===== src/rtl/shift_pkg.sv =====
// Shared definitions for the pipelined barrel shifter.
// Latency: n/a (types and constants only).
// Backpressure: n/a.
package shift_pkg;

   // Shift mode encodings as seen on the MODE port.
   typedef enum logic [1:0] {
      MODE_SLL = 2'b00,
      MODE_SRL = 2'b01,
      MODE_SRA = 2'b10,
      MODE_ROL = 2'b11
   } mode_e;

   // Stage-record field widths that do not depend on WIDTH.
   localparam int MODE_W = 2;
   localparam int FLAG_W = 1;

endpackage


===== src/rtl/shift_stage.sv =====
// One shift level: shifts by the constant AMT when do_shift is set, per mode.
// Latency: combinational; the owning pipeline registers the result.
// Backpressure: none here; stalls are handled by the pipeline registers.
//
// Ports:
//   dat      operand entering this level
//   mode     shift mode (shift_pkg::mode_e encoding)
//   sign     operand MSB captured at pipeline entry (SRA fill value)
//   do_shift this level's bit of the shift amount
//   ovf_prev overflow accumulated by earlier levels
//   res      shifted operand
//   ovf      updated overflow (only ever set in SLL)
module shift_stage
   import shift_pkg::*;
#(
   parameter int WIDTH = 32,
   parameter int AMT   = 1
) (
   input  logic [WIDTH-1:0]  dat,
   input  logic [MODE_W-1:0] mode,
   input  logic              sign,
   input  logic              do_shift,
   input  logic              ovf_prev,
   output logic [WIDTH-1:0]  res,
   output logic              ovf
);

   // Bits that leave through the MSB on a left shift / rotate.
   logic [AMT-1:0] top_bits;
   assign top_bits = dat[WIDTH-1 -: AMT];

   always_comb begin
      res = dat;
      ovf = ovf_prev;
      if (do_shift) begin
         case (mode_e'(mode))
            MODE_SLL: begin
               res = {dat[WIDTH-1-AMT:0], {AMT{1'b0}}};
               ovf = ovf_prev | (|top_bits);
            end
            MODE_SRL: res = {{AMT{1'b0}}, dat[WIDTH-1:AMT]};
            // Fill comes from the sign captured at entry, not the current
            // MSB, so earlier levels cannot corrupt the fill value.
            MODE_SRA: res = {{AMT{sign}}, dat[WIDTH-1:AMT]};
            MODE_ROL: res = {dat[WIDTH-1-AMT:0], top_bits};
            default:  res = dat;
         endcase
      end
   end

endmodule


===== src/rtl/shift_pipe.sv =====
// Pipelined barrel shifter (SLL/SRL/SRA/ROL), one register per shift level.
// Latency: SW = log2(WIDTH) cycles from accept to OUT_VALID, one result/cycle.
// Backpressure: whole pipe stalls when OUT_VALID & !OUT_READY; IN_READY drops.
//
// Ports:
//   CLK, RST             rising-edge clock, synchronous active-high reset
//   IN_VALID/IN_READY    operand handshake; D operand, S amount, MODE mode
//   OUT_VALID/OUT_READY  result handshake; Y result, OVF SLL overflow flag
// WIDTH must be a power of two, at least 4.
module shift_pipe
   import shift_pkg::*;
#(
   parameter  int WIDTH = 32,
   localparam int SW    = $clog2(WIDTH)
) (
   input  logic              CLK,
   input  logic              RST,
   input  logic              IN_VALID,
   output logic              IN_READY,
   input  logic [WIDTH-1:0]  D,
   input  logic [SW-1:0]     S,
   input  logic [MODE_W-1:0] MODE,
   output logic              OUT_VALID,
   input  logic              OUT_READY,
   output logic [WIDTH-1:0]  Y,
   output logic              OVF
);

   typedef struct packed {
      logic              vld;
      logic [WIDTH-1:0]  dat;
      logic [MODE_W-1:0] mode;
      logic [SW-1:0]     amt;
      logic              sign;
      logic [FLAG_W-1:0] ovf;
   } stage_t;

   stage_t pipe [SW];  // stage registers
   stage_t src  [SW];  // record feeding each shift level
   stage_t nxt  [SW];  // record after each shift level

   logic en;

   // Global advance: the only place a result can be blocked is the last
   // stage, so either everything moves or nothing does.
   assign en       = !pipe[SW-1].vld || OUT_READY;
   assign IN_READY = en;

   assign src[0] = '{vld:  IN_VALID,
                     dat:  D,
                     mode: MODE,
                     amt:  S,
                     sign: D[WIDTH-1],
                     ovf:  1'b0};

   genvar k;
   generate
      for (k = 0; k < SW; k++) begin : g_stage
         logic [WIDTH-1:0] res;
         logic             ovf;

         if (k > 0) begin : g_link
            assign src[k] = pipe[k-1];
         end

         shift_stage #(
            .WIDTH (WIDTH),
            .AMT   (1 << k)
         ) u_stage (
            .dat      (src[k].dat),
            .mode     (src[k].mode),
            .sign     (src[k].sign),
            .do_shift (src[k].amt[k]),
            .ovf_prev (src[k].ovf),
            .res      (res),
            .ovf      (ovf)
         );

         assign nxt[k] = '{vld:  src[k].vld,
                           dat:  res,
                           mode: src[k].mode,
                           amt:  src[k].amt,
                           sign: src[k].sign,
                           ovf:  ovf};
      end
   endgenerate

   // Empty slots still clock their (don't-care) data; only vld matters.
   always_ff @(posedge CLK) begin
      if (RST) begin
         for (int i = 0; i < SW; i++) pipe[i] <= '0;
      end else if (en) begin
         for (int i = 0; i < SW; i++) pipe[i] <= nxt[i];
      end
   end

   assign OUT_VALID = pipe[SW-1].vld;
   assign Y         = pipe[SW-1].dat;
   assign OVF       = pipe[SW-1].ovf;

   // Control fields of the final record have no consumer past the last level.
   logic unused_tail;
   assign unused_tail = ^{pipe[SW-1].mode, pipe[SW-1].amt, pipe[SW-1].sign};

endmodule


===== config.mk =====
export PLATFORM = sky130hd
export DESIGN_NAME = shift_pipe
export DESIGN_NICKNAME = d
export VERILOG_FILES = /design/src/rtl/shift_pkg.sv /design/src/rtl/shift_stage.sv /design/src/rtl/shift_pipe.sv
export SDC_FILE = /design/constraint.sdc
export NUM_CORES = 1
export LEC_CHECK = 0
export CAP_MARGIN = 0
export CORE_ASPECT_RATIO = 1.1
export CORE_MARGIN = 3
export CORE_UTILIZATION = 55
export CTS_CLUSTER_SIZE = 14
export DETAILED_ROUTE_END_ITERATION = 8
export GPL_TIMING_DRIVEN = 0
export PLACE_DENSITY = 0.73
export SLEW_MARGIN = 20
export SYNTH_ARGS = -nofsm -noshare
export SYNTH_HDL_FRONTEND = slang
export SYNTH_HIERARCHICAL = 1
export SYNTH_SLANG_ARGS = --single-unit

===== constraint.sdc =====
create_clock -name CLK -period 13.8 [get_ports CLK]
set_clock_uncertainty 0.1 [all_clocks]
set_input_delay 2.07 -clock CLK [delete_from_list [all_inputs] [get_ports CLK]]
set_output_delay 2.07 -clock CLK [all_outputs]
set_load 0.03 [all_outputs]

==> key figures <==
Worst hold path
  • Hold WC Path Type: flip-flop to flip-flop

Detailed routing
  • Vias/cell: roughly 5.6
  • Starting DRT DRC Count: ~480
  • DR pass1 iterations: 5
  • DRT Wirelength: roughly 28000 um
  • Residual DRC: 0
  • Final ANT Viol Nets: 0
  • Avg WL per Cell: a little under 20 um
  • Via count: between 8k and 9k

STA
  • RSZ-0062 raised after global routing: false
  • Min Tclk post-route: about 5900 ps
  • Hold slack: 476.4 ps
  • Fmax achieved: about 170 MHz
  • Final worst-path cycle share: ~43%
  • Final count of hold timing violations: 0
  • Sum Neg Setup Slack: 0 ps
  • # setup viols final: 0
  • Worst slew margin: between 60% and 70%
  • Final slew viol count: 0
  • Worst Max-Slew Pin Slew: roughly 570 ps

Die
  • Core box area: 0.02239 mm^2
  • Row count: 57
  • Chip width: approximately 150 um
  • Die area: between 0.02 and 0.025 mm^2
  • Initial core utilization: 56.63%
  • Die Span Y: approximately 170 um
  • I/O pin count: a little under 80

Finish
  • Top Registers: pipe x192
  • Area of the multi-input gates: 0.005933 mm^2
  • Max FFs per register: ~190
  • Fillers: between 1.5k and 2k
  • P&R area growth vs syn: 14.01%
  • Final standard cell area without fillers: 0.01446 mm^2
  • Antenna Cells: 0
  • Util after Layout: between 60 and 70%
  • Layout cells sized above 1: between 20% and 30%
  • Register Area: 0.005766 mm^2
  • Largest Register: pipe
  • Final net count: ~1.2k

Global route
  • Layer with the highest usage: met2
  • First-pass GRT wire length: 44180 um
  • Pin count of the biggest net entering global routing: 46
  • GR Util met3: 2.402%
  • Number of global-route vias before repair: about 8.2k
  • Grt total ovfl: 0
  • Total GRT Usage: 23.19%
  • Met2 usage: between 40 and 50%
  • Initial antenna violation count: 0
  • Global-route met1 utilization: ~26%

Clock tree
  • H-Tree Depth: 4
  • Post-CTS resize count: 0
  • Post-CTS Setup Inserts: 0
  • Worst skew pair latency: approximately 430 ps
  • Clock-pin slew on the worst setup and hold paths: about 70 ps
  • Clock root buffer: clkbuf_16
  • Post-CTS Hold Buffers: 0
  • CTS tree: yes
  • CTS max path bufs: 2
  • Sink Count: between 150 and 200
  • CTS Buf Count: 17

Power
  • Power Density: around 100 mW/mm^2
  • Switch Pwr: just under 400 uW
  • Flop pwr share: between 50% and 60%
  • Combinational share of power: 17.3%
  • Clk pwr share: 32.7%
  • Worst VDD drop: between 0.00007 and 0.00008 V
  • Switch share: roughly 27%
  • Pint: around 1100 uW
  • P_leak: 0.005809 uW

Worst setup path
  • Kind of start point of the critical path: primary input
  • Worst EP required: between 10000 and 15000 ps
  • R2r startpoint: pipe[0][209]
  • RR Endpoint: pipe[0][33]
  • CP Max Fanout: 10
  • Worst setup endpoint: IN_READY
  • Crit path kind: primary input to primary output
  • Setup crit start: OUT_READY
  • R2r worst-path depth: 6
  • Worst path arrival time: ~3800 ps
  • Crit path capture type: primary output
  • Reg2reg setup slack: approximately 12000 ps

Yosys
  • Share of the yosys chip area belonging to registers: between 40 and 50%
  • Share of the synthesized area in the top cell type: around 45%
  • Avg Synthesized Cell Area: ~12 um^2
  • Cell taking the most area after synthesis: edfxtp_1
  • Top post-synthesis cells by area: edfxtp_1 (45%), nor3b_2 (16%), mux2i_1 (9.0%)
  • Cell variety after synth: 40
  • Cells after Synth: 1075
  • Mapped Area: 0.01268 mm^2
  • Syn Nets: about 1.1k
  • Synth warn: 6
  • #FFs+latches synth: about 190

Job
  • Max Cap Viol: 0

Placement
  • Port-buffer cells: between 70 and 80
  • Post-detail-place hpwl: about 22000 um
  • Placed cell areas: between 0.01 and 0.015 mm^2
  • RD Place Congestion: around 0.9

Outcome
  • Status: finished clean
## worst min-delay path by stage
stage | from | to | slack, ps | cells past startpoint
final | pipe[0][4] | pipe[0][46] | 480 | 1
after floorplan | pipe[0][83] | pipe[0][125] | 440 | 1
after global placement | pipe[0][90] | pipe[0][132] | 450 | 1
after global routing | pipe[0][4] | pipe[0][46] | 520 | 1
after CTS | pipe[0][4] | pipe[0][46] | 480 | 1
after detailed placement | pipe[0][4] | pipe[0][46] | 460 | 1
## cell usage in the layout (no fill, tap or decap), types with 5 or more instances in the layout
master,netlist,final
edfxtp_1,192,192
nor2_1,163,163
nor3b_2,159,159
a21oi_1,131,131
mux2i_1,114,114
clkdlybuf4s50_1,0,75
buf_4,38,38
nor3b_1,33,33
buf_2,31,31
clkbuf_1,28,28
buf_6,27,27
a22oi_1,23,23
mux2_2,22,22
clkbuf_16,0,17
nand2_1,14,14
a31oi_1,13,13
and2_1,13,13
o21ai_0,12,12
mux2_4,10,10
a22oi_2,10,10
buf_12,4,8
nor4_1,6,6
inv_8,0,5
## cells by family (layout without fill, tap and decap cells)
group                  after synthesis  count (layout)  synth area share, %
other                                1               1              0.02957
buffers and inverters              135             246                7.805
AND/OR/NAND/NOR                    401             401                24.65
multiplexers                       148             148                12.31
XOR/XNOR                             4               4               0.7795
flip-flops                         192             192                45.47
AO/OA/AOI/OAI                      194             194                8.959
## power groups by stage
| stage | Sequential (uW) | Combinational, uW | Clock (uW) |
|---|---|---|---|
| 2_1_floorplan | 716 | 189 | 0 |
| 3_3_place_gp | 735 | 245 | 0 |
| 3_5_place_dp | 735 | 247 | 0 |
| 4_1_cts | 722 | 250 | 481 |
| 5_1_grt | 726 | 272 | 506 |
| 6_report | 723 | 250 | 472 |
## metrics by stage
stage | total power [uW] | std cells | worst slack (ps)
after global routing | 1504 | 1481 | 7776
after CTS | 1453 | 1481 | 7848
final | 1444 | 1481 | 7862
after detailed placement | 982.3 | 1449 | 7855
after global placement | 980.2 | 1445 | 4434
after floorplan | 905.2 | 1075 | 6226
## layer usage
layer  routed length, um  share of wire (%)  vias up
met5                   0                  0        -
li1                    -                  -     4124
met4                1046                3.7        0
met1               10890                 38     3964
met3                 767                2.7       51
met2               15740                 55      205
## final cells by class
| cell class | instances | area share, % |
|---|---|---|
| Inverter | 1 | 0.02596 |
| Tap cell | 295 | 2.553 |
| Timing Repair Buffer | 79 | 5.746 |
| Sequential cell | 192 | 39.88 |
| Multi-Input combinational cell | 748 | 41.04 |
| Buffer | 134 | 6.820 |
| Clock inverter | 15 | 0.9952 |
| Clock buffer | 17 | 2.942 |
## cells in the mapped netlist (all sizes together)
cell	instances
edfxtp	192
nor3b	192
nor2	165
a21oi	131
mux2i	114
buf	106
mux2	34
a22oi	33
clkbuf	28
nand2	14
a31oi	13
and2	13
o21ai	12
nor4	6
xnor2	4
a31o	3
and2b	3
nor2b	3
nand2b	2
a21o	1
conb	1
inv	1
nand3b	1
nand4	1
o211ai	1
or4	1
## critical path, stage by stage
cell	delay (ps)
clkdlybuf4s50_1	400
nor2b_1	150
buf_6	160
buf_6	170
buf_6	180
inv_1	50
clkdlybuf4s50_1	580
Power figures use the tool's default switching activity.
